`src/rtl/imem_boot_loader.sv`:
```
// imem_boot_loader: streams a program into the core's instruction memory over a
// valid/ready word stream, then releases the core's active-low reset after a
// fixed settle delay. The core is held in reset whenever memory is being written.
//
// Handshake: a word transfers on a rising edge where s_valid and s_ready are both
// high; s_ready is registered and only asserted in LOAD while words remain, and
// the producer may hold s_valid low for any number of cycles without penalty.
module imem_boot_loader #(
    parameter int DATA_WIDTH    = 32,
    parameter int ADDR_WIDTH    = 32,
    parameter int MAX_WORDS     = 32,
    parameter int RELEASE_DELAY = 4,
    localparam int LEN_WIDTH    = $clog2(MAX_WORDS) + 1
) (
    input  logic                  clk,
    input  logic                  rst,
    input  logic                  start,
    input  logic [LEN_WIDTH-1:0]  prog_len,
    input  logic                  s_valid,
    input  logic [DATA_WIDTH-1:0] s_data,
    output logic                  s_ready,
    output logic [DATA_WIDTH-1:0] imem_din,
    output logic                  imem_web,
    output logic [ADDR_WIDTH-1:0] imem_addr,
    output logic                  core_rstn,
    output logic                  busy,
    output logic                  done,
    output logic                  error,
    output logic [1:0]            dbg_state
);

    localparam int CNT_WIDTH = $clog2(RELEASE_DELAY) + 1;
    localparam logic [LEN_WIDTH-1:0] MAX_LEN  = LEN_WIDTH'(MAX_WORDS);
    localparam logic [LEN_WIDTH-1:0] LEN_ONE  = LEN_WIDTH'(1);
    localparam logic [CNT_WIDTH-1:0] CNT_INIT = CNT_WIDTH'(RELEASE_DELAY - 1);
    localparam logic [CNT_WIDTH-1:0] CNT_ONE  = CNT_WIDTH'(1);

    typedef enum logic [1:0] {
        IDLE   = 2'd0,
        LOAD   = 2'd1,
        SETTLE = 2'd2,
        RUN    = 2'd3
    } state_t;

    state_t               state;
    logic [LEN_WIDTH-1:0] len;
    logic [LEN_WIDTH-1:0] idx;
    logic [CNT_WIDTH-1:0] cnt;

    assign dbg_state = state;

    // Boot sequencer: start decision, word writes, settle countdown, core release.
    always_ff @(posedge clk or posedge rst) begin
        if (rst) begin
            state     <= IDLE;
            len       <= '0;
            idx       <= '0;
            cnt       <= '0;
            s_ready   <= 1'b0;
            imem_din  <= '0;
            imem_web  <= 1'b1;
            imem_addr <= '0;
            core_rstn <= 1'b0;
            busy      <= 1'b0;
            done      <= 1'b0;
            error     <= 1'b0;
        end else begin
            // Write strobe is a single-cycle pulse; only a handshake re-asserts it.
            imem_web <= 1'b1;
            case (state)
                IDLE, RUN: begin
                    // The cycle after entering RUN releases the core; this extra
                    // cycle makes release land RELEASE_DELAY+1 edges after capture.
                    if (state == RUN) begin
                        core_rstn <= 1'b1;
                        done      <= 1'b1;
                        busy      <= 1'b0;
                    end
                    if (start) begin
                        core_rstn <= 1'b0;
                        done      <= 1'b0;
                        if (prog_len > MAX_LEN) begin
                            error <= 1'b1;
                            busy  <= 1'b0;
                            state <= IDLE;
                        end else if (prog_len == '0) begin
                            error <= 1'b0;
                            busy  <= 1'b1;
                            cnt   <= CNT_INIT;
                            state <= SETTLE;
                        end else begin
                            error   <= 1'b0;
                            busy    <= 1'b1;
                            len     <= prog_len;
                            idx     <= '0;
                            s_ready <= 1'b1;
                            state   <= LOAD;
                        end
                    end
                end
                LOAD: begin
                    if (s_valid && s_ready) begin
                        imem_web  <= 1'b0;
                        imem_din  <= s_data;
                        imem_addr <= ADDR_WIDTH'({idx, 2'b00});
                        idx       <= idx + LEN_ONE;
                        if (idx == len - LEN_ONE) begin
                            s_ready <= 1'b0;
                            cnt     <= CNT_INIT;
                            state   <= SETTLE;
                        end
                    end
                end
                SETTLE: begin
                    if (cnt == '0) begin
                        state <= RUN;
                    end else begin
                        cnt <= cnt - CNT_ONE;
                    end
                end
                default: state <= IDLE;
            endcase
        end
    end

endmodule

```
`config.mk`:
```
export PLATFORM = sky130hd
export DESIGN_NAME = imem_boot_loader
export DESIGN_NICKNAME = d
export VERILOG_FILES = /design/src/rtl/imem_boot_loader.sv
export SDC_FILE = /design/constraint.sdc
export NUM_CORES = 1
export LEC_CHECK = 0
export ABC_CLOCK_PERIOD_IN_PS = 2400
export BUFFER_PORTS_ARGS = -buffer_cell sky130_fd_sc_hd__clkbuf_2
export CAP_MARGIN = 30
export CORE_MARGIN = 3
export CORE_UTILIZATION = 49
export CTS_CLUSTER_SIZE = 30
export DETAILED_ROUTE_END_ITERATION = 12
export GPL_TIMING_DRIVEN = 0
export MAX_ROUTING_LAYER = met4
export PLACE_DENSITY = 0.79
export SLEW_MARGIN = 30
export SYNTH_ARGS = -nofsm -noshare
export SYNTH_HDL_FRONTEND = slang
export SYNTH_SLANG_ARGS = --single-unit
```
`constraint.sdc`:
```
create_clock -name clk -period 2.4 [get_ports clk]
set_input_delay 0.12 -clock clk [delete_from_list [all_inputs] [get_ports clk]]
set_output_delay 0.12 -clock clk [all_outputs]
set_load 0.1 [all_outputs]
```
# After elaboration in Yosys (flattened, before gate mapping)
# Cells that the tools add are included.
# word_totals
reg_bits,60
input_bits,42
out_inout_bits,72
word_cells,77
# op_classes
add_sub_neg,3
order_cmp,1
n_eq_ne,12
n_mux,33
n_bitwise,2
reduce_logical,15
# ops
op,count
two-way mux 6 bit,4
two-way mux 3 bit,6
"inequality test 2 bit, second input constant",8
two-way mux 1 bit,13
two-way mux 2 bit,6
case mux 6 bit (2 select lines),1
AND reduction 6 bit,2
case mux 3 bit (3 select lines),1
AND reduction 4 bit,2
"adder 6 x 1 -> 6 bit, second input constant",1
equality test 6 bit,1
"> comparator 6 bit, second input constant",1
zero test 6 bit,1
case mux 2 bit (3 select lines),1
AND reduction 2 bit,3
"subtractor 6 x 1 -> 6 bit, second input constant",1
AND reduction 5 bit,1
"equality test 2 bit, second input constant",2
nonzero test 2 bit,2
zero test 3 bit,1
"subtractor 3 x 1 -> 3 bit, second input constant",1
"equality test 2 x 1 -> 1 bit, second input constant",1
zero test 2 bit,1
inverter 1 bit,2
other kinds (3),3

# Depth between registers and ports, before layout
# logic_depth
ltp_word,5
mapped_depth,8
depth_no_buf,8

# Least setup slack after synthesis
# OpenSTA, ideal clock, no wires.
# synth_timing
path_kind,register -> register
startpoint,register state[0] (netlist: dbg_state[0])
endpoint,register state[1] (netlist: dbg_state[1])
setup_time_ns,0.126
arrival_time_ns,2.364
required_ns,2.274
setup_slack_ns,-0.091
stages_incl_launch_ff,8
n_path_buf,1
period_less_slack_ns,2.491
cell_sequence,dfrtp_1 > inv_1 > ha_1 > clkbuf_1 > a21oi_1 > o21a_1 > o21ai_0 > mux2_2
# synth_via
elab_chain_len,4
word_cells_on_any_way,11
cone_classes,eq/ne (7); mux (1); reduce/logical (3)
# synth_rtl
element,line,text
from (decl),45,state_t state;
from (signal assigned),55,state <= IDLE;
from (signal assigned),85,state <= IDLE;
from (signal assigned),90,state <= SETTLE;
equality test 2 bit / zero test 2 bit (equally long branches),70,case (state)
OR reduction 2 bit,70,
inequality test 2 bit (no source line),-,
AND reduction 4 bit (no source line),-,
# Parallel ways exist; a longest one is shown, timed or not.
# A chain may end at the register's enable or synchronous reset.

# Worst setup path in the final report
# layout_timing
startpoint,register len[0]
endpoint,register cnt[2]
# layout_via
elab_chain_len,4
# layout_rtl
element,line,text
from (decl),46,logic [LEN_WIDTH-1:0] len;
from (signal assigned),94,len <= prog_len;
subtractor 6 x 1 -> 6 bit,107,if (idx == len - LEN_ONE) begin
equality test 6 bit,107,
inequality test 2 bit (no source line),-,
AND reduction 6 bit (no source line),-,
to (signal assigned),118,cnt <= cnt - CNT_ONE;
to (decl),48,logic [CNT_WIDTH-1:0] cnt;
# No other way between the ends.

==> run metrics <==
WHS Endpoint=imem_din[16]; routed vias=2137; Final Net Count=423; Yosys reg bits=60; first-pass GRT wire length=10.3 mm; Die Y=83 um; CP Max Fanout=3; Post-synth ARST share=100%; Post-Synthesis Cells=239; initial antenna violation count=0; max cap viols=0; GPL Wtd Cong=0.767; Final WS setup=0.206 ns; outcome=finished, final reports clean; PortBufs=87; final instance area=0.00389 mm2; R2R Path Start=len[0]; worst min-delay path class=primary input to flop; Max Clock Freq=456 MHz; min Tclk post-route=2.19 ns; H-tree lvl count=3; Final Non-Filler Cells=449; R2R Path End=cnt[2]; final period utilization=91.4%; Initial Util=51.8%; Final Hold Fails=0; slew of the pin with the lowest slew margin=0.559 ns; drt wl/cell=13.5 um; Critical Path RT=2.63 ns; syn_area_per_cell=12.2 um2; CTS Buf Count=9; Setup crit end kind=flop; beginning of the worst hold path=s_data[16]; Core Region=0.00561 mm2; total routed wirelength=6.08 mm; flop2flop setup slack=0.21 ns; antenna-violating nets left=0; Mapped Area=0.00291 mm2; n_diodes=0; largest net degree at the start of global routing=33; die width=83 um; Total Routing Usage GR=19.1%; RSZ-0062 raised after global routing=no; Unique masters post-synth=39; clk buf depth=2; crit-path cells=inv_1, ha_1, xor2_1, nand4_1, nor4_2, a21oi_1, nand2b_1, o41ai_1; DP Worst Slack=0.101 ns; num ports=114; worst-skew pair later-pin latency=0.34 ns; CTS tree=yes; CP Class=flop to flop; CP arrival=2.43 ns; post-DP HPWL=4.51 mm; Slew Limit Fails=0; Pre-Repair DR Iteration Count=4; via/cell ratio=4.76; fraction of layout cells with a size suffix above 1=49.6%; number of flops mapped to enable cells by yosys=0; setup TNS=0 ns; Setup Skew=0.00393 ns; Clock Sinks=60; Slew HR=62.4%; Buf/Inv on CP=1; hold path depth=2; Worst Reg2Reg Path Length in Cells=8; clk root buf=clkbuf_8; clock-pin slew on the worst setup and hold paths=0.07 ns; Final setup viols=0; CP max-delay cell=dfrtp_1; # rows=27; total die area=0.00689 mm2; Placed Cells=424; Seq/Total Area, Yosys=51.7%; Synth Warn #=0; CP peak stage delay=0.42 ns; area of placed instances=0.00355 mm2; family with the most delay on the worst path=simple AND/OR/NAND/NOR gates; ys flop type=dfrtp_1; initial drt markers=85; CP Depth=8; GRT Residual Overflow=0; Worst Setup Start Kind=flop; number of global-route vias before repair=2216; area grow syn2layout=34.0%; drt drc=0
## area by class of cell
class	instances	area (um2)
Tap cell	72	90.1
Clock inverter	5	100
Inverter	12	47.5
Timing Repair Buffer	98	556
Multi-Input combinational cell	159	1220
Sequential cell	60	1500
Buffer	33	233
Clock buffer	10	138
Fill cell	455	1720
## stage by stage
| step | utilization [%] | hold slack (ns) |
|---|---|---|
| global placement | 62.9 | 0.352 |
| detailed placement | 63.3 | 0.138 |
| CTS | 69.1 | 0.000646 |
| floorplan | - | 0.206 |
| global route | 69.4 | 0.000258 |
| finish | 69.4 | 0.00975 |
## cells in the mapped netlist, types with 2 or more instances
cell type,count,area (um2)
a21oi_1,5,25.0
inv_1,12,45.0
dfrtp_1,59,1480
nand2_1,16,60.1
xnor2_1,12,105
mux2_2,40,450
o21ai_1,3,15.0
nor2_1,6,22.5
ha_1,8,100
nor3b_1,2,15.0
o22a_1,2,17.5
mux2_4,4,60.1
nand3_1,4,20.0
xor2_1,2,17.5
nor4_1,2,12.5
buf_4,27,203
o31ai_1,3,22.5
buf_1,4,15.0
o21ai_0,7,35.0
nor3_1,2,10.0
## kinds of logic after synthesis
kind of cell / count (synthesis) / synth area share (%)
and+or+nand+nor: 41 / 7.49
muxes: 44 / 17.6
xor gates and xnor gates: 14 / 4.22
DFF: 60 / 51.7
buffers and inverters: 45 / 9.56
AOI/OAI and AO/OA: 26 / 5.86
adders and majority gates: 8 / 3.45
other: 1 / 0.129
## routing by layer
layer  vias to the layer above  global-route usage, %  share of wire, %
met4                         0                   7.73               1.8
met1                      1019                   21.9                41
met3                        12                   6.25               7.5
met5                         -                      -                 0
li1                       1028                      -                 -
met2                        78                   31.0                50
## worst reg2reg max path: stages (launching register included)
cell      delay (ns)
dfrtp_1         0.42
inv_1           0.08
ha_1            0.31
xor2_1          0.13
nand4_1         0.11
nor4_2          0.36
a21oi_1         0.17
nand2b_1        0.21
o41ai_1         0.31
## flip-flops by register name (all words and copies together) (netlist names)
register and count:
busy 1, cnt 3, dbg_state 2, done 1, error 1, idx 6, imem_addr 6, imem_din 32
imem_web 1, len 6, s_ready 1
## worst max-delay path by stage
stage            startpoint      endpoint  slack (ns)
2_1_floorplan  dbg_state[1]  dbg_state[1]        0.06
3_3_place_gp            rst  dbg_state[0]       -0.13
3_5_place_dp         len[0]        cnt[2]        0.10
4_1_cts              len[0]        cnt[2]        0.09
5_1_grt              len[0]        cnt[2]        0.06
6_report             len[0]        cnt[2]        0.21
## layout by cell type, fill, tap and decap left out, drive strengths merged, types with 3 or more instances in the layout
cell and n:
ha 8, dlygate4sd3 10, xnor2 12, buf 33, inv 12, nor3 3, nand3 4, o21ai 11
mux2 44, bufinv 3, conb 26, o31ai 3, clkbuf 98, dfrtp 59, nand2 16, nor2 6
a21oi 5
## what timing repair did
item                       CTS  global route
setup endpoints to repair    0             1
hold endpoints to repair    36             1
gates resized for setup      0             1
hold buffers                 9             1
setup buffers                0             0
Power is left out: the tool's default activity adds up to more than one toggle a clock period on the data nets, which glitch-free logic cannot reach.
